### config.mk
export PLATFORM = sky130hd
export DESIGN_NAME = bubble_gate_pipe_flat
export DESIGN_NICKNAME = d
export VERILOG_FILES = /design/src/rtl/bubble_gate_pipe_pkg.sv /design/src/rtl/bubble_gate_pipe_if.sv /design/src/rtl/bubble_gate_pipe_stage.sv /design/src/rtl/bubble_gate_pipe.sv /design/src/flat_wrapper.sv
export SDC_FILE = /design/constraint.sdc
export NUM_CORES = 1
export LEC_CHECK = 0
export BUFFER_PORTS_ARGS = -buffer_cell sky130_fd_sc_hd__buf_4
export CAP_MARGIN = 10
export CORE_UTILIZATION = 50
export CTS_CLUSTER_SIZE = 24
export DETAILED_ROUTE_END_ITERATION = 8
export PLACE_DENSITY = 0.81
export SETUP_SLACK_MARGIN = 0.02
export SLEW_MARGIN = 10
export SYNTH_ARGS = -nofsm -noshare
export SYNTH_HDL_FRONTEND = slang
export SYNTH_SLANG_ARGS = --single-unit
### constraint.sdc
create_clock -name clock -period 1.95 [get_ports clock]
set_input_delay 0.0975 -clock clock [delete_from_list [all_inputs] [get_ports clock]]
set_output_delay 0.0975 -clock clock [all_outputs]
set_load 0.005 [all_outputs]
### src/rtl/bubble_gate_pipe_pkg.sv
// Shared constants for bubble_gate_pipe: gate function encodings and stats counter width.
package bubble_gate_pipe_pkg;

  localparam int unsigned GATE_MODE_W = 3;
  localparam int unsigned STATS_W     = 16;

  localparam logic [GATE_MODE_W-1:0] GM_AND  = 3'd0;
  localparam logic [GATE_MODE_W-1:0] GM_OR   = 3'd1;
  localparam logic [GATE_MODE_W-1:0] GM_XOR  = 3'd2;
  localparam logic [GATE_MODE_W-1:0] GM_NAND = 3'd3;
  localparam logic [GATE_MODE_W-1:0] GM_NOR  = 3'd4;
  localparam logic [GATE_MODE_W-1:0] GM_XNOR = 3'd5;
  localparam logic [GATE_MODE_W-1:0] GM_PASS = 3'd6;
  localparam logic [GATE_MODE_W-1:0] GM_ZERO = 3'd7;

endpackage

### src/rtl/bubble_gate_pipe_if.sv
// Valid/ready bus for bubble_gate_pipe: upstream word set plus downstream reduced result.
interface bubble_gate_pipe_if #(
  parameter int unsigned NR_OF_INPUTS = 4,
  parameter int unsigned NR_OF_BITS   = 8
);

  logic                               in_valid;
  logic                               in_ready;
  logic [NR_OF_INPUTS*NR_OF_BITS-1:0] data_in;
  logic [NR_OF_INPUTS-1:0]            bubbles_mask;
  logic [2:0]                         gate_mode;
  logic                               out_valid;
  logic                               out_ready;
  logic [NR_OF_BITS-1:0]              result;

  modport master (
    output in_valid, data_in, bubbles_mask, gate_mode, out_ready,
    input  in_ready, out_valid, result
  );

  modport slave (
    input  in_valid, data_in, bubbles_mask, gate_mode, out_ready,
    output in_ready, out_valid, result
  );

endinterface

### src/rtl/bubble_gate_pipe_stage.sv
// One valid/ready register stage; data is only overwritten by a valid word so it holds across bubbles.
module bubble_gate_pipe_stage #(
  parameter int unsigned NR_OF_BITS = 8
) (
  input  logic                  clock,
  input  logic                  reset,
  input  logic                  load,
  input  logic                  up_valid,
  input  logic [NR_OF_BITS-1:0] up_data,
  output logic                  valid,
  output logic [NR_OF_BITS-1:0] data
);

  always_ff @(posedge clock) begin
    if (reset) begin
      valid <= 1'b0;
      data  <= '0;
    end else if (load) begin
      valid <= up_valid;
      if (up_valid) begin
        data <= up_data;
      end
    end
  end

endmodule

### src/rtl/bubble_gate_pipe.sv
// Bubbled N-input logic reduction feeding a PIPE_DEPTH valid/ready register pipeline.
// Optional accept/stall counters are enabled with BUBBLE_GATE_PIPE_STATS_EN.
module bubble_gate_pipe
  import bubble_gate_pipe_pkg::*;
#(
  parameter int unsigned NR_OF_INPUTS = 4,
  parameter int unsigned NR_OF_BITS   = 8,
  parameter int unsigned PIPE_DEPTH   = 2
) (
  input  logic                 clock,
  input  logic                 reset,
`ifdef BUBBLE_GATE_PIPE_STATS_EN
  output logic [STATS_W-1:0]   accept_count,
  output logic [STATS_W-1:0]   stall_count,
`endif
  bubble_gate_pipe_if.slave    bus
);

  localparam int unsigned DATA_W = NR_OF_INPUTS * NR_OF_BITS;

  function automatic logic [NR_OF_BITS-1:0] reduce_words(
    input logic [DATA_W-1:0]       words,
    input logic [NR_OF_INPUTS-1:0] mask,
    input logic [GATE_MODE_W-1:0]  mode
  );
    logic [NR_OF_BITS-1:0] w;
    logic [NR_OF_BITS-1:0] and_acc;
    logic [NR_OF_BITS-1:0] or_acc;
    logic [NR_OF_BITS-1:0] xor_acc;
    logic [NR_OF_BITS-1:0] first;
    logic [NR_OF_BITS-1:0] res;
    and_acc = '1;
    or_acc  = '0;
    xor_acc = '0;
    first   = '0;
    for (int unsigned i = 0; i < NR_OF_INPUTS; i++) begin
      w       = words[i*NR_OF_BITS +: NR_OF_BITS] ^ {NR_OF_BITS{mask[i]}};
      and_acc = and_acc & w;
      or_acc  = or_acc | w;
      xor_acc = xor_acc ^ w;
      if (i == 0) begin
        first = w;
      end
    end
    case (mode)
      GM_AND:  res = and_acc;
      GM_OR:   res = or_acc;
      GM_XOR:  res = xor_acc;
      GM_NAND: res = ~and_acc;
      GM_NOR:  res = ~or_acc;
      GM_XNOR: res = ~xor_acc;
      GM_PASS: res = first;
      default: res = '0;
    endcase
    return res;
  endfunction

  logic                  live;
  logic                  accept;
  logic [PIPE_DEPTH-1:0] stage_load;
  logic [PIPE_DEPTH-1:0] stage_valid;
  logic [NR_OF_BITS-1:0] stage_data [PIPE_DEPTH];

  // Holds in_ready low through reset and the first cycle after it.
  always_ff @(posedge clock) begin
    if (reset) begin
      live <= 1'b0;
    end else begin
      live <= 1'b1;
    end
  end

  // A stage loads when empty or when its successor loads; this collapses interior bubbles.
  always_comb begin
    stage_load = '0;
    stage_load[PIPE_DEPTH-1] = !stage_valid[PIPE_DEPTH-1] || bus.out_ready;
    for (int k = int'(PIPE_DEPTH) - 2; k >= 0; k--) begin
      stage_load[k] = !stage_valid[k] || stage_load[k+1];
    end
  end

  assign bus.in_ready  = live && !reset && stage_load[0];
  assign accept        = bus.in_valid && bus.in_ready;
  assign bus.out_valid = stage_valid[PIPE_DEPTH-1];
  assign bus.result    = stage_data[PIPE_DEPTH-1];

  for (genvar k = 0; k < PIPE_DEPTH; k++) begin : g_stage
    logic                  up_valid;
    logic [NR_OF_BITS-1:0] up_data;

    if (k == 0) begin : g_head
      assign up_valid = accept;
      assign up_data  = reduce_words(bus.data_in, bus.bubbles_mask, bus.gate_mode);
    end else begin : g_body
      assign up_valid = stage_valid[k-1];
      assign up_data  = stage_data[k-1];
    end

    bubble_gate_pipe_stage #(
      .NR_OF_BITS (NR_OF_BITS)
    ) u_stage (
      .clock    (clock),
      .reset    (reset),
      .load     (stage_load[k]),
      .up_valid (up_valid),
      .up_data  (up_data),
      .valid    (stage_valid[k]),
      .data     (stage_data[k])
    );
  end

`ifdef BUBBLE_GATE_PIPE_STATS_EN
  // Free-running wrap-around event counters.
  always_ff @(posedge clock) begin
    if (reset) begin
      accept_count <= '0;
      stall_count  <= '0;
    end else begin
      if (accept) begin
        accept_count <= accept_count + STATS_W'(1);
      end
      if (bus.out_valid && !bus.out_ready) begin
        stall_count <= stall_count + STATS_W'(1);
      end
    end
  end
`endif

endmodule
### src/flat_wrapper.sv
// flat-port wrapper written by rule: the top's interface ports become plain ports
module bubble_gate_pipe_flat import bubble_gate_pipe_pkg::*;
#(
  parameter int unsigned NR_OF_INPUTS = 4,
  parameter int unsigned NR_OF_BITS   = 8,
  parameter int unsigned PIPE_DEPTH   = 2
)
  (clock, reset, bus_in_valid, bus_data_in, bus_bubbles_mask, bus_gate_mode, bus_out_ready, bus_in_ready, bus_out_valid, bus_result);
  bubble_gate_pipe_if #(.NR_OF_INPUTS(NR_OF_INPUTS), .NR_OF_BITS(NR_OF_BITS)) bus_i ();
  input  logic clock;
  input  logic reset;
  input wire logic [$bits(bus_i.in_valid)-1:0] bus_in_valid;
  input wire logic [$bits(bus_i.data_in)-1:0] bus_data_in;
  input wire logic [$bits(bus_i.bubbles_mask)-1:0] bus_bubbles_mask;
  input wire logic [$bits(bus_i.gate_mode)-1:0] bus_gate_mode;
  input wire logic [$bits(bus_i.out_ready)-1:0] bus_out_ready;
  output wire logic [$bits(bus_i.in_ready)-1:0] bus_in_ready;
  output wire logic [$bits(bus_i.out_valid)-1:0] bus_out_valid;
  output wire logic [$bits(bus_i.result)-1:0] bus_result;
  assign bus_i.in_valid = bus_in_valid;
  assign bus_i.data_in = bus_data_in;
  assign bus_i.bubbles_mask = bus_bubbles_mask;
  assign bus_i.gate_mode = bus_gate_mode;
  assign bus_i.out_ready = bus_out_ready;
  assign bus_in_ready = bus_i.in_ready;
  assign bus_out_valid = bus_i.out_valid;
  assign bus_result = bus_i.result;
  bubble_gate_pipe #(.NR_OF_INPUTS(NR_OF_INPUTS), .NR_OF_BITS(NR_OF_BITS), .PIPE_DEPTH(PIPE_DEPTH)) u_core (.clock(clock), .reset(reset), .bus(bus_i));
endmodule
==> results_tabular.tex, run 1 <==
\begin{tabular}{lr}
\hline
Metric & Value \\
\hline
\multicolumn{2}{l}{\textbf{Run status}} \\
\quad Outcome & finished clean \\
\multicolumn{2}{l}{\textbf{Synth}} \\
\quad EDFF count, synth & 0 \\
\quad Area fraction of the dominant cell type after synthesis & 16.8\% \\
\quad Share of synthesized area occupied by flip-flops and latches & 16.8\% \\
\quad Share of flip-flops with an asynchronous set or reset & 0\% \\
\quad Library cell occupying the most area in the post-synthesis netlist & sky130\_fd\_sc\_hd\_\_dfxtp\_1 \\
\quad Post-synthesis instance area & 2270 um\^{}2 \\
\quad Number of distinct library cells after synthesis & 39 \\
\quad Cell with the most instances after synthesis & sky130\_fd\_sc\_hd\_\_mux2i\_1 \\
\quad Mean Syn Cell Area & 9.29 um\^{}2 \\
\quad Synthesized flop and latch total & 19 \\
\quad Largest cells by area after synthesis & sky130\_fd\_sc\_hd\_\_dfxtp\_1, sky130\_fd\_sc\_hd\_\_mux2i\_1, sky130\_fd\_sc\_hd\_\_ha\_1, sky130\_fd\_sc\_hd\_\_xnor2\_2, sky130\_fd\_sc\_hd\_\_xnor2\_1 \\
\quad Synth Flop Type & sky130\_fd\_sc\_hd\_\_dfxtp\_1 \\
\quad Count of mapped cells out of synthesis & 244 \\
\quad Number of nets in the synthesized netlist & 302 \\
\quad Post-synth top cells & sky130\_fd\_sc\_hd\_\_mux2i\_1, sky130\_fd\_sc\_hd\_\_inv\_1, sky130\_fd\_sc\_hd\_\_dfxtp\_1 \\
\quad Yosys synthesis warning count & 0 \\
\multicolumn{2}{l}{\textbf{Timing}} \\
\quad Final clock skew & 0.00129 ns \\
\quad Relative slew slack & 60.1\% \\
\quad Post-route minimum period & 1.65 ns \\
\quad Post-Route Setup TNS & 0 ns \\
\quad Final cycle utilization of the critical path & 84.4\% \\
\quad Peak Freq & 608 MHz \\
\quad Final setup viols & 0 \\
\quad Final-report max-slew violation count & 0 \\
\quad Pin slew with the least headroom to its limit & 0.598 ns \\
\quad Total count of hold-check failures in the final report & 0 \\
\quad Setup repair after global routing missed its margin & false \\
\multicolumn{2}{l}{\textbf{Routing}} \\
\quad Avg WL per Cell & 14.3 um \\
\quad Number of iterations in the first detailed-routing pass & 4 \\
\quad Total DRC errors in the routed layout & 0 \\
\quad DRT antenna net count & 0 \\
\quad Detailed router's first-iteration violation count & 91 \\
\quad Mean number of vias per cell & 5.46 \\
\quad Detailed-route via count & 1899 \\
\quad Total length of routed wires & 4960 um \\
\multicolumn{2}{l}{\textbf{GRT}} \\
\quad Number of global-route vias before repair & 1777 \\
\quad Total congestion overflow after global routing & 0 \\
\quad Number of antenna violations at the first check in global routing & 0 \\
\quad Pin count of the biggest net entering global routing & 16 \\
\quad Global-route usage over all layers & 20.9\% \\
\quad Wire length of the first global-routing pass & 8240 um \\
\multicolumn{2}{l}{\textbf{Setup path}} \\
\quad Critical path's largest stage delay & 0.41 ns \\
\quad Crit-path cells & buf\_4 > xnor2\_1 > inv\_1 > ha\_1 > xnor2\_2 > o21ai\_0 > a2111oi\_2 > o21ai\_1 \\
\quad Critical path required time & 2.09 ns \\
\quad Crit start category & input pin \\
\quad Worst setup EP type & flop \\
\quad Worst path arrival time & 1.79 ns \\
\quad Cell at the slowest stage of the critical path & sky130\_fd\_sc\_hd\_\_a2111oi\_2 \\
\quad Maximum fanout count along the critical path & 8 \\
\quad Crit path kind & in2reg \\
\multicolumn{2}{l}{\textbf{Placement}} \\
\quad RePlAce Congestion & 0.862 \\
\quad Hpwl dp & 3940 um \\
\quad Count of input and output buffers & 52 \\
\multicolumn{2}{l}{\textbf{Clocking}} \\
\quad Insertion delay to the later sink of the worst-skew pair & 0.26 ns \\
\quad TritonCTS Buffers & 3 \\
\quad Post-CTS Resized & 0 \\
\quad Max Buffers Root-to-Sink & 2 \\
\quad Hold-fix buffer count after cts & 0 \\
\quad Total number of H-tree levels & 1 \\
\quad CTS clk-pin slew, worst paths & 0.07 ns \\
\quad Number of sinks on the clock net & 19 \\
\quad Root buffer cell & sky130\_fd\_sc\_hd\_\_clkbuf\_8 \\
\quad Number of buffers inserted by post-CTS setup repair & 0 \\
\quad Clock tree from TritonCTS & done \\
\multicolumn{2}{l}{\textbf{Cells and area}} \\
\quad Count of filler cells inserted in the layout & 368 \\
\quad Layout overhead on the synthesized area & 20.5\% \\
\quad Final layout net count & 355 \\
\quad Final design utilization & 62.8\% \\
\quad Fraction of layout instances using a drive strength above 1 & 28.7\% \\
\quad Diode insertion count for antenna repair & 0 \\
\multicolumn{2}{l}{\textbf{Floorplanning}} \\
\quad Placeable core region & 4350 um\^{}2 \\
\quad Die boundary width & 69.3 um \\
\quad Die area & 4810 um\^{}2 \\
\quad Number of rows in the core area & 24 \\
\quad DIE HEIGHT & 69.3 um \\
\quad Boundary pin count & 53 \\
\quad Initial core utilization & 52.1\% \\
\multicolumn{2}{l}{\textbf{Power and ir drop}} \\
\quad Cell leakage power & 1.26 nW \\
\quad Cell-internal power & 0.896 mW \\
\quad Switching portion of total power & 33.8\% \\
\quad Power density relative to cell area & 495 nW/um\^{}2 \\
\quad Net switching power & 0.458 mW \\
\quad Peak supply drop & 275 uV \\
\quad Clock power share & 20.8\% \\
\quad Reg power frac & 30.6\% \\
\quad Gate power share & 48.5\% \\
\multicolumn{2}{l}{\textbf{Job}} \\
\quad Max Cap Violations & 0 \\
\multicolumn{2}{l}{\textbf{Min path}} \\
\quad Hold crit path type & in2reg \\
\hline
\end{tabular}
flip-flops by register name, summed over array words and instances (netlist names):
signal	flops
u_core.g_stage.u_stage.data	16
u_core.g_stage.u_stage.valid	2
u_core.live	1
path summary, 6_finish.rpt:
check | start | to | slack [ns] | cells after the start
hold / removal | reset | u_core.g_stage[0].u_stage.valid | 0.09 | 2
setup reg to reg | u_core.g_stage[1].u_stage.valid | u_core.g_stage[0].u_stage.data[4] | 0.55 | 5
hold reg to reg | u_core.g_stage[0].u_stage.data[6] | u_core.g_stage[0].u_stage.data[6] | 0.45 | 2
setup / recovery | bus_bubbles_mask[0] | u_core.g_stage[0].u_stage.data[1] | 0.30 | 8
power groups by stage:
stage	registers, mW	clock network (mW)	logic [mW]
floorplan	0.420	0	0.496
global placement	0.423	0	0.641
detailed placement	0.424	0	0.658
CTS	0.414	0.287	0.660
global route	0.416	0.301	0.717
finish	0.414	0.282	0.657
cell families after synthesis:
logic type | after synthesis | share of synthesized area (%)
xor+xnor | 47 | 27.4
simple gates | 64 | 15.8
fa+ha+maj | 15 | 8.28
mux | 26 | 11.5
flops | 19 | 16.8
compound gates | 43 | 13.3
buf+inv | 30 | 6.90
placed cells by master, fill, tap and decap left out, types with 2 or more instances in the layout:
| cell | instances |
|---|---|
| sky130_fd_sc_hd__a22oi_1 | 5 |
| sky130_fd_sc_hd__ha_1 | 15 |
| sky130_fd_sc_hd__a21oi_1 | 5 |
| sky130_fd_sc_hd__nor2_1 | 15 |
| sky130_fd_sc_hd__nand4b_1 | 2 |
| sky130_fd_sc_hd__o21a_1 | 2 |
| sky130_fd_sc_hd__a31oi_1 | 6 |
| sky130_fd_sc_hd__nor4b_1 | 2 |
| sky130_fd_sc_hd__xnor3_1 | 3 |
| sky130_fd_sc_hd__xnor2_2 | 10 |
| sky130_fd_sc_hd__buf_4 | 58 |
| sky130_fd_sc_hd__o21ai_1 | 9 |
| sky130_fd_sc_hd__a2111oi_0 | 3 |
| sky130_fd_sc_hd__nor4_1 | 3 |
| sky130_fd_sc_hd__nand2b_1 | 8 |
| sky130_fd_sc_hd__clkbuf_8 | 3 |
| sky130_fd_sc_hd__xnor2_1 | 17 |
| sky130_fd_sc_hd__o21ai_0 | 6 |
| sky130_fd_sc_hd__nor2b_1 | 3 |
| sky130_fd_sc_hd__xor2_1 | 12 |
| sky130_fd_sc_hd__nor3b_1 | 5 |
| sky130_fd_sc_hd__a2111oi_2 | 4 |
| sky130_fd_sc_hd__mux2i_1 | 26 |
| sky130_fd_sc_hd__nand4_1 | 5 |
| sky130_fd_sc_hd__or2_2 | 2 |
| sky130_fd_sc_hd__xnor2_4 | 5 |
| sky130_fd_sc_hd__inv_1 | 20 |
| sky130_fd_sc_hd__nand3_1 | 6 |
| sky130_fd_sc_hd__nand2_1 | 9 |
| sky130_fd_sc_hd__dfxtp_1 | 19 |
worst max-delay path, delay by kind of cell:
kind                       cells  cell delay, ns
adders and majority gates      1            0.31
xor gates and xnor gates       2            0.47
AOI/OAI and AO/OA              3            0.67
buffers and inverters          2            0.25
per-layer routing:
| metal | GRT usage (%) | part of all wire, % | wire (um) |
|---|---|---|---|
| met2 | 35.8 | 47 | 2350 |
| met4 | 3.17 | 0.68 | 34 |
| met3 | 3.78 | 5.1 | 253 |
| met5 | 0 | 0 | 0 |
| met1 | 27.8 | 47 | 2320 |
metrics by stage:
| stage | cell area (um^2) | power, mW | hold slack (ns) | instances | setup WS [ns] |
|---|---|---|---|---|---|
| after detailed placement | 2690 | 1.08 | 0.364 | 344 | 0.0176 |
| after CTS | 2730 | 1.36 | 0.0856 | 348 | 0.298 |
| after global placement | 2690 | 1.06 | 0.365 | 344 | 0.0842 |
| final | 2730 | 1.35 | 0.0900 | 348 | 0.304 |
| after floorplan | 2270 | 0.916 | 0.182 | 244 | 0.116 |
| after global routing | 2730 | 1.43 | 0.0906 | 348 | 0.156 |
final cells by class:
cell class	instances	area, um^2	share of cell area [%]
Clock buffer	3	41.3	1.51
Tap cell	52	65.1	2.38
Multi-Input combinational cell	195	1730	63.3
Timing Repair Buffer	58	435	15.9
Clock inverter	1	5.00	0.183
Sequential cell	19	380	13.9
Inverter	20	75.1	2.75
Note: power is estimated with default switching activity, not from simulation.
==> run 2: changes to the inputs <==
--- a/config.mk
+++ b/config.mk
@@ -5,12 +5,13 @@
 export SDC_FILE = /design/constraint.sdc
 export NUM_CORES = 1
 export LEC_CHECK = 0
+export ABC_AREA = 1
 export BUFFER_PORTS_ARGS = -buffer_cell sky130_fd_sc_hd__buf_4
 export CAP_MARGIN = 10
 export CORE_UTILIZATION = 50
 export CTS_CLUSTER_SIZE = 24
 export DETAILED_ROUTE_END_ITERATION = 8
-export PLACE_DENSITY = 0.81
+export PLACE_DENSITY = 0.8
 export SETUP_SLACK_MARGIN = 0.02
 export SLEW_MARGIN = 10
 export SYNTH_ARGS = -nofsm -noshare
==> constraint.sdc (replaced) <==
create_clock -name clock -period 1.5 [get_ports clock]
set_input_delay 0.075 -clock clock [delete_from_list [all_inputs] [get_ports clock]]
set_output_delay 0.075 -clock clock [all_outputs]
set_load 0.005 [all_outputs]
==> run 2 against run 1 <==
Effect of this change: die area increased by 4.7%; sequential power grew 30%; sequential share of layout area shrank 1.3 points; combinational power is 35% higher; clock-buffer cell count grew 1; critical path depth is 5 higher; utilization up 4.4 points; design area is 9.9% higher; critical path type unchanged.
==> results_tabular.tex, run 2 <==
\begin{tabular}{lr}
\hline
Metric & Value \\
\hline
\multicolumn{2}{l}{\textbf{Setup path}} \\
\quad Crit path kind & in2reg \\
\quad WP buf/inv & 3 \\
\quad Cell at the slowest stage of the critical path & sky130\_fd\_sc\_hd\_\_ha\_1 \\
\quad Maximum fanout count along the critical path & 9 \\
\quad Most common cell on crit path & sky130\_fd\_sc\_hd\_\_nand2\_1 \\
\quad Critical path required time & 1.70 ns \\
\quad Kind of cell with the highest combined delay on the critical path & simple AND/OR/NAND/NOR gates \\
\quad Worst path arrival time & 1.55 ns \\
\quad Crit start category & input pin \\
\quad Crit-path cells & buf\_4 > xnor2\_1 > inv\_1 > ha\_1 > nand3\_1 > nand3\_1 > nand2\_1 > nand2\_1 > nand2\_1 > inv\_1 > nand2\_1 > nand2\_1 > a21oi\_2 \\
\quad Critical path's largest stage delay & 0.31 ns \\
\quad Worst setup EP type & flop \\
\multicolumn{2}{l}{\textbf{Timing}} \\
\quad Post-route minimum period & 1.36 ns \\
\quad Fin worst setup slack & 0.144 ns \\
\quad Final-report max-slew violation count & 0 \\
\quad Pin slew with the least headroom to its limit & 0.491 ns \\
\quad Peak Freq & 738 MHz \\
\quad Final clock skew & 0.00131 ns \\
\quad Final setup viols & 0 \\
\quad Final cycle utilization of the critical path & 90.4\% \\
\quad Total count of hold-check failures in the final report & 0 \\
\quad Relative slew slack & 67.1\% \\
\quad Setup repair after global routing missed its margin & true \\
\multicolumn{2}{l}{\textbf{Synth}} \\
\quad Area fraction of the dominant cell type after synthesis & 25.6\% \\
\quad Share of synthesized cell area in full adder, half adder and majority cells & 7.90\% \\
\quad Yosys synthesis warning count & 0 \\
\quad Share of flip-flops with an asynchronous set or reset & 0\% \\
\quad Cell with the most instances after synthesis & sky130\_fd\_sc\_hd\_\_nand2\_1 \\
\quad Parity-gate share of the synthesized area counting xor and xnor cells & 6.64\% \\
\quad Post-synth top cells & sky130\_fd\_sc\_hd\_\_nand2\_1, sky130\_fd\_sc\_hd\_\_inv\_1, sky130\_fd\_sc\_hd\_\_nand3\_1 \\
\quad Library cell occupying the most area in the post-synthesis netlist & sky130\_fd\_sc\_hd\_\_nand2\_1 \\
\quad Fraction of synthesized area in multiplexers & 0\% \\
\quad Mean Syn Cell Area & 5.64 um\^{}2 \\
\quad Number of nets in the synthesized netlist & 479 \\
\quad Number of distinct library cells after synthesis & 23 \\
\quad Dominant combinational cell family by area after synthesis & simple AND/OR/NAND/NOR gates \\
\quad Post-synthesis instance area & 2380 um\^{}2 \\
\quad Share of synthesized area occupied by flip-flops and latches & 16.0\% \\
\quad Largest cells by area after synthesis & sky130\_fd\_sc\_hd\_\_nand2\_1, sky130\_fd\_sc\_hd\_\_dfxtp\_1, sky130\_fd\_sc\_hd\_\_nand3\_1, sky130\_fd\_sc\_hd\_\_inv\_1, sky130\_fd\_sc\_hd\_\_ha\_1 \\
\quad Complex-gate fraction of the synthesized area & 6.74\% \\
\quad Simple logic cell fraction of the synthesized area & 50.0\% \\
\quad Count of mapped cells out of synthesis & 421 \\
\quad Synth Flop Type & sky130\_fd\_sc\_hd\_\_dfxtp\_1 \\
\quad Synthesized flop and latch total & 19 \\
\quad EDFF count, synth & 0 \\
\multicolumn{2}{l}{\textbf{Power and ir drop}} \\
\quad Peak supply drop & 439 uV \\
\quad Power density relative to cell area & 593 nW/um\^{}2 \\
\quad Reg power frac & 30.3\% \\
\quad Power Total & 1.78 mW \\
\quad Gate power share & 49.7\% \\
\quad Clock power share & 20.0\% \\
\quad Cell leakage power & 1.67 nW \\
\quad Switching portion of total power & 38.4\% \\
\quad Cell-internal power & 1.10 mW \\
\quad Net switching power & 0.684 mW \\
\multicolumn{2}{l}{\textbf{Job}} \\
\quad Max Cap Violations & 0 \\
\multicolumn{2}{l}{\textbf{Floorplanning}} \\
\quad Die boundary width & 70.9 um \\
\quad Boundary pin count & 53 \\
\quad Initial core utilization & 53.1\% \\
\quad DIE HEIGHT & 70.9 um \\
\quad Number of rows in the core area & 24 \\
\quad Placeable core region & 4470 um\^{}2 \\
\quad Die area & 5030 um\^{}2 \\
\multicolumn{2}{l}{\textbf{Clocking}} \\
\quad Max Buffers Root-to-Sink & 2 \\
\quad Clock tree from TritonCTS & done \\
\quad TritonCTS Buffers & 3 \\
\quad Total number of H-tree levels & 1 \\
\quad Post-CTS Resized & 0 \\
\quad Number of buffers inserted by post-CTS setup repair & 0 \\
\quad Hold-fix buffer count after cts & 0 \\
\quad Number of sinks on the clock net & 19 \\
\quad CTS clk-pin slew, worst paths & 0.07 ns \\
\quad Insertion delay to the later sink of the worst-skew pair & 0.26 ns \\
\quad Root buffer cell & sky130\_fd\_sc\_hd\_\_clkbuf\_8 \\
\multicolumn{2}{l}{\textbf{Cells and area}} \\
\quad Final design utilization & 67.1\% \\
\quad Final layout net count & 550 \\
\quad Number of standard cells in the final layout excluding fillers & 543 \\
\quad Layout overhead on the synthesized area & 26.4\% \\
\quad Biggest regs & u\_core.g\_stage.u\_stage.data x16, u\_core.g\_stage.u\_stage.valid x2, u\_core.live x1 \\
\quad Number of flip-flops under the largest register name & 16 \\
\quad Commonest non-fill, non-tap cell in the layout & sky130\_fd\_sc\_hd\_\_nand2\_1 \\
\quad Most used cells in the layout excluding fill and tap cells & sky130\_fd\_sc\_hd\_\_nand2\_1, sky130\_fd\_sc\_hd\_\_buf\_4, sky130\_fd\_sc\_hd\_\_inv\_1, sky130\_fd\_sc\_hd\_\_nand3\_1, sky130\_fd\_sc\_hd\_\_nor2\_1 \\
\quad Top reg by flops & u\_core.g\_stage.u\_stage.data \\
\quad Fraction of layout instances using a drive strength above 1 & 21.0\% \\
\quad Diode insertion count for antenna repair & 0 \\
\multicolumn{2}{l}{\textbf{Routing}} \\
\quad DRT antenna net count & 0 \\
\quad Mean number of vias per cell & 5.20 \\
\quad Total length of routed wires & 6320 um \\
\quad Total DRC errors in the routed layout & 0 \\
\quad Detailed router's first-iteration violation count & 223 \\
\quad Number of iterations in the first detailed-routing pass & 7 \\
\quad Avg WL per Cell & 11.6 um \\
\quad Detailed-route via count & 2822 \\
\multicolumn{2}{l}{\textbf{GRT}} \\
\quad Global-route usage over all layers & 26.6\% \\
\quad Wire length of the first global-routing pass & 10800 um \\
\quad Number of antenna violations at the first check in global routing & 0 \\
\quad Total congestion overflow after global routing & 0 \\
\quad Pin count of the biggest net entering global routing & 15 \\
\quad Number of global-route vias before repair & 2639 \\
\multicolumn{2}{l}{\textbf{Placement}} \\
\quad Hpwl dp & 4980 um \\
\quad Worst setup slack before clock tree synthesis & -0.109 ns \\
\quad Cells after DPL & 539 \\
\quad RePlAce Congestion & 0.815 \\
\quad Count of input and output buffers & 52 \\
\multicolumn{2}{l}{\textbf{Run status}} \\
\quad Outcome & finished clean \\
\multicolumn{2}{l}{\textbf{Min path}} \\
\quad Hold crit path type & in2reg \\
\hline
\end{tabular}
## run 2: final timing paths
check	start	endpoint	slack (ns)	depth (start not counted)
max	bus_bubbles_mask[1]	u_core.g_stage[0].u_stage.data[1]	0.14	13
min	bus_in_valid	u_core.g_stage[0].u_stage.valid	0.07	3
max reg2reg	u_core.g_stage[1].u_stage.valid	u_core.g_stage[0].u_stage.data[5]	0.27	9
min reg2reg	u_core.g_stage[0].u_stage.valid	u_core.g_stage[1].u_stage.valid	0.48	2
## run 2: stage by stage
step | setup TNS (ns) | cell area (um^2) | hold WS [ns]
after floorplan | 0 | 2380 | 0.204
after CTS | 0 | 3000 | 0.0722
after global placement | -0.258 | 2950 | 0.339
final | 0 | 3000 | 0.0732
after detailed placement | -0.539 | 2950 | 0.329
after global routing | 0 | 3000 | 0.0906
## run 2: cell families (layout without fill, tap and decap cells)
logic type | Yosys count | count (layout)
AO/OA/AOI/OAI | 26 | 26
adder cells (fa/ha/maj) | 15 | 15
flip-flops | 19 | 19
XOR/XNOR | 18 | 18
buffers and inverters | 76 | 146
AND/OR/NAND/NOR | 267 | 267
## run 2: power groups by stage
| stage | registers [mW] | logic [mW] | clock network (mW) |
|---|---|---|---|
| floorplan | 0.550 | 0.562 | 0 |
| global placement | 0.550 | 0.840 | 0 |
| detailed placement | 0.551 | 0.869 | 0 |
| CTS | 0.539 | 0.875 | 0.357 |
| global route | 0.542 | 0.993 | 0.380 |
| finish | 0.539 | 0.884 | 0.356 |
## run 2: final cells by class
| type | count | area (um^2) |
|---|---|---|
| multi-input combinational | 326 | 1700 |
| fill | 427 | 1470 |
| timing repair buffer | 73 | 548 |
| sequential | 19 | 380 |
| inverter | 69 | 264 |
| tap | 52 | 65.1 |
| clock buffer | 4 | 45.0 |
## run 2: layer usage
metal	GRT usage (%)	vias to the layer above	share of wire (%)	wire, um
met4	9.56	0	2.2	138
met1	31.6	1260	44	2770
met2	49.3	91	49	3100
li1	-	1455	-	-
met3	2.71	16	5.0	316
met5	0	-	0	0
## run 2: worst register-to-register path, stage by stage (launching register included)
cell	delay (ns)
sky130_fd_sc_hd__dfxtp_1	0.31
sky130_fd_sc_hd__nand2_1	0.09
sky130_fd_sc_hd__nor2_1	0.05
sky130_fd_sc_hd__inv_1	0.06
sky130_fd_sc_hd__nand3_1	0.06
sky130_fd_sc_hd__inv_1	0.08
sky130_fd_sc_hd__nand2_2	0.07
sky130_fd_sc_hd__inv_1	0.21
sky130_fd_sc_hd__nand2_1	0.10
sky130_fd_sc_hd__a21oi_2	0.12
==> run 3: changes to the inputs <==
--- a/config.mk
+++ b/config.mk
@@ -8,6 +8,7 @@
 export ABC_AREA = 1
 export BUFFER_PORTS_ARGS = -buffer_cell sky130_fd_sc_hd__buf_4
 export CAP_MARGIN = 10
+export CORE_MARGIN = 3
 export CORE_UTILIZATION = 50
 export CTS_CLUSTER_SIZE = 24
 export DETAILED_ROUTE_END_ITERATION = 8
==> run 3 against run 2 <==
Effect of this change: sequential cell count unchanged; cell count unchanged; design area unchanged; via count increased by 0.46%; non-clock buffer count unchanged; sequential share of layout area unchanged; critical path type unchanged; clock skew increased by 0.0049 ns; sequential power about the same; clock-buffer cell count unchanged; setup slack got worse by 0.0071 ns; first-iteration DRC count increased by 14%; combinational power decreased by 0.6%.
==> results_tabular.tex, run 3 (same netlist as run 2, synthesis figures left out) <==
\begin{tabular}{lr}
\hline
Metric & Value \\
\hline
\multicolumn{2}{l}{\textbf{Cells and area}} \\
\quad Number of flip-flops under the largest register name & 16 \\
\quad Count of filler cells inserted in the layout & 434 \\
\quad Biggest regs & u\_core.g\_stage.u\_stage.data x16, u\_core.g\_stage.u\_stage.valid x2, u\_core.live x1 \\
\quad Most used cells in the layout excluding fill and tap cells & sky130\_fd\_sc\_hd\_\_nand2\_1, sky130\_fd\_sc\_hd\_\_buf\_4, sky130\_fd\_sc\_hd\_\_inv\_1, sky130\_fd\_sc\_hd\_\_nand3\_1, sky130\_fd\_sc\_hd\_\_nor2\_1 \\
\quad Top reg by flops & u\_core.g\_stage.u\_stage.data \\
\quad Final design utilization & 67.1\% \\
\quad Final layout net count & 550 \\
\quad Seq. cell area & 380 um\^{}2 \\
\quad Layout overhead on the synthesized area & 26.4\% \\
\quad Diode insertion count for antenna repair & 0 \\
\quad Area of combinational cells with multiple inputs & 1700 um\^{}2 \\
\quad Fraction of layout instances using a drive strength above 1 & 21.0\% \\
\quad Commonest non-fill, non-tap cell in the layout & sky130\_fd\_sc\_hd\_\_nand2\_1 \\
\multicolumn{2}{l}{\textbf{Timing}} \\
\quad Final setup viols & 0 \\
\quad Final cycle utilization of the critical path & 90.9\% \\
\quad Final clock skew & 0.00620 ns \\
\quad Fin worst setup slack & 0.137 ns \\
\quad Post-route minimum period & 1.36 ns \\
\quad Setup repair after global routing missed its margin & true \\
\quad Final-layout worst hold slack & 0.127 ns \\
\quad Pin slew with the least headroom to its limit & 0.443 ns \\
\quad Total count of hold-check failures in the final report & 0 \\
\quad Relative slew slack & 70.4\% \\
\quad Peak Freq & 734 MHz \\
\quad Final-report max-slew violation count & 0 \\
\multicolumn{2}{l}{\textbf{Setup path}} \\
\quad Worst setup EP type & flop \\
\quad Crit start category & input pin \\
\quad R2R setup slack & 0.23 ns \\
\quad Crit-path cells & buf\_4 > xnor2\_1 > inv\_1 > ha\_1 > inv\_1 > nand2\_1 > nand3\_1 > nand3\_1 > nand2\_1 > inv\_1 > nand2\_1 > nand2\_1 > a21oi\_2 \\
\quad Crit path kind & in2reg \\
\quad Maximum fanout count along the critical path & 9 \\
\quad Kind of cell with the highest combined delay on the critical path & simple AND/OR/NAND/NOR gates \\
\quad Critical path required time & 1.70 ns \\
\quad Worst path arrival time & 1.56 ns \\
\quad Critical path's largest stage delay & 0.33 ns \\
\quad Most common cell on crit path & sky130\_fd\_sc\_hd\_\_nand2\_1 \\
\quad WP buf/inv & 4 \\
\quad Cell at the slowest stage of the critical path & sky130\_fd\_sc\_hd\_\_ha\_1 \\
\multicolumn{2}{l}{\textbf{Power and ir drop}} \\
\quad Gate power share & 49.6\% \\
\quad Switching portion of total power & 38.4\% \\
\quad Reg power frac & 30.5\% \\
\quad Power density relative to cell area & 590 nW/um\^{}2 \\
\quad Peak supply drop & 326 uV \\
\quad Clock power share & 19.9\% \\
\quad Net switching power & 0.680 mW \\
\quad Cell-internal power & 1.09 mW \\
\quad Cell leakage power & 1.67 nW \\
\multicolumn{2}{l}{\textbf{Clocking}} \\
\quad TritonCTS Buffers & 3 \\
\quad Clock tree from TritonCTS & done \\
\quad Hold-fix buffer count after cts & 0 \\
\quad Root buffer cell & sky130\_fd\_sc\_hd\_\_clkbuf\_8 \\
\quad Total number of H-tree levels & 1 \\
\quad CTS clk-pin slew, worst paths & 0.07 ns \\
\quad Insertion delay to the later sink of the worst-skew pair & 0.25 ns \\
\quad Number of sinks on the clock net & 19 \\
\quad Max Buffers Root-to-Sink & 2 \\
\multicolumn{2}{l}{\textbf{Floorplanning}} \\
\quad Die area & 5620 um\^{}2 \\
\quad Placeable core region & 4470 um\^{}2 \\
\quad Die boundary width & 74.9 um \\
\quad Initial core utilization & 53.1\% \\
\quad Boundary pin count & 53 \\
\quad DIE HEIGHT & 74.9 um \\
\quad Number of rows in the core area & 24 \\
\multicolumn{2}{l}{\textbf{Routing}} \\
\quad Number of iterations in the first detailed-routing pass & 4 \\
\quad Detailed-route via count & 2835 \\
\quad DRT antenna net count & 0 \\
\quad Mean number of vias per cell & 5.22 \\
\quad Total length of routed wires & 6610 um \\
\quad Avg WL per Cell & 12.2 um \\
\quad Total DRC errors in the routed layout & 0 \\
\quad Detailed router's first-iteration violation count & 255 \\
\multicolumn{2}{l}{\textbf{Placement}} \\
\quad RePlAce Congestion & 0.816 \\
\quad Hpwl dp & 5280 um \\
\quad Worst setup slack before clock tree synthesis & -0.0928 ns \\
\quad Count of input and output buffers & 52 \\
\multicolumn{2}{l}{\textbf{GRT}} \\
\quad Number of global-route vias before repair & 2618 \\
\quad Wire length of the first global-routing pass & 11200 um \\
\quad Total congestion overflow after global routing & 0 \\
\quad Pin count of the biggest net entering global routing & 15 \\
\quad Global-route usage over all layers & 25.1\% \\
\quad Number of antenna violations at the first check in global routing & 0 \\
\multicolumn{2}{l}{\textbf{Job}} \\
\quad Max Cap Violations & 0 \\
\multicolumn{2}{l}{\textbf{Min path}} \\
\quad Hold crit path type & in2reg \\
\multicolumn{2}{l}{\textbf{Run status}} \\
\quad Outcome & finished clean \\
\hline
\end{tabular}
run 3: cell counts in the layout (fill, tap and decap cells not counted):
No cell type changed its count.
run 3: final timing paths:
check / startpoint / to / cells after the start
max: bus_bubbles_mask[1] / u_core.g_stage[0].u_stage.data[2] / 13
min: bus_out_ready / u_core.g_stage[1].u_stage.valid / 4
max reg2reg: u_core.g_stage[1].u_stage.valid / u_core.g_stage[0].u_stage.data[5] / 9
min reg2reg: u_core.g_stage[0].u_stage.data[0] / u_core.g_stage[0].u_stage.data[0] / 2
run 3: metrics by stage:
step / power, mW / cell area [um^2] / setup TNS [ns] / instances
after global placement: 1.38 / 2950 / -0.173 / 539
after global routing: 1.92 / 3000 / -0.0157 / 543
after CTS: 1.76 / 3000 / 0 / 543
final: 1.77 / 3000 / 0 / 543
after floorplan: 1.11 / 2380 / 0 / 421
after detailed placement: 1.42 / 2950 / -0.507 / 539
run 3: power by group through the flow:
stage          Sequential (mW)  Clock (mW)  Combinational, mW
5_1_grt                  0.542       0.373               1.00
6_report                 0.540       0.352              0.879
2_1_floorplan            0.550           0              0.562
3_5_place_dp             0.551           0              0.867
3_3_place_gp             0.550           0              0.832
4_1_cts                  0.540       0.352              0.871
run 3: routing by layer:
metal | global-route usage (%) | up-vias | part of all wire [%]
met3 | 3.07 | 8 | 6.1
li1 | - | 1465 | -
met2 | 44.2 | 86 | 49
met1 | 32.6 | 1276 | 44
met5 | 0 | - | 0
met4 | 5.93 | 0 | 1.2
run 3: repair_timing:
action | 4_1_cts | 5_1_grt
endpoints found under the hold margin | 0 | 0
gates resized for setup | 0 | 1
buffers inserted | 0 | 0
endpoints found under the setup margin | 0 | 4
run 3: layout make-up:
class | count | share of cell area, %
Clock buffer | 4 | 1.50
Inverter | 69 | 8.79
Timing Repair Buffer | 73 | 18.3
Sequential cell | 19 | 12.7
Tap cell | 52 | 2.17
Multi-Input combinational cell | 326 | 56.6
run 3: worst register-to-register path, stage by stage, from the launching register on:
cell,delay [ns]
sky130_fd_sc_hd__dfxtp_1,0.31
sky130_fd_sc_hd__nand2_1,0.10
sky130_fd_sc_hd__nor2_1,0.05
sky130_fd_sc_hd__inv_1,0.07
sky130_fd_sc_hd__nand3_1,0.07
sky130_fd_sc_hd__inv_1,0.09
sky130_fd_sc_hd__nand2_2,0.06
sky130_fd_sc_hd__inv_1,0.22
sky130_fd_sc_hd__nand2_1,0.11
sky130_fd_sc_hd__a21oi_2,0.12
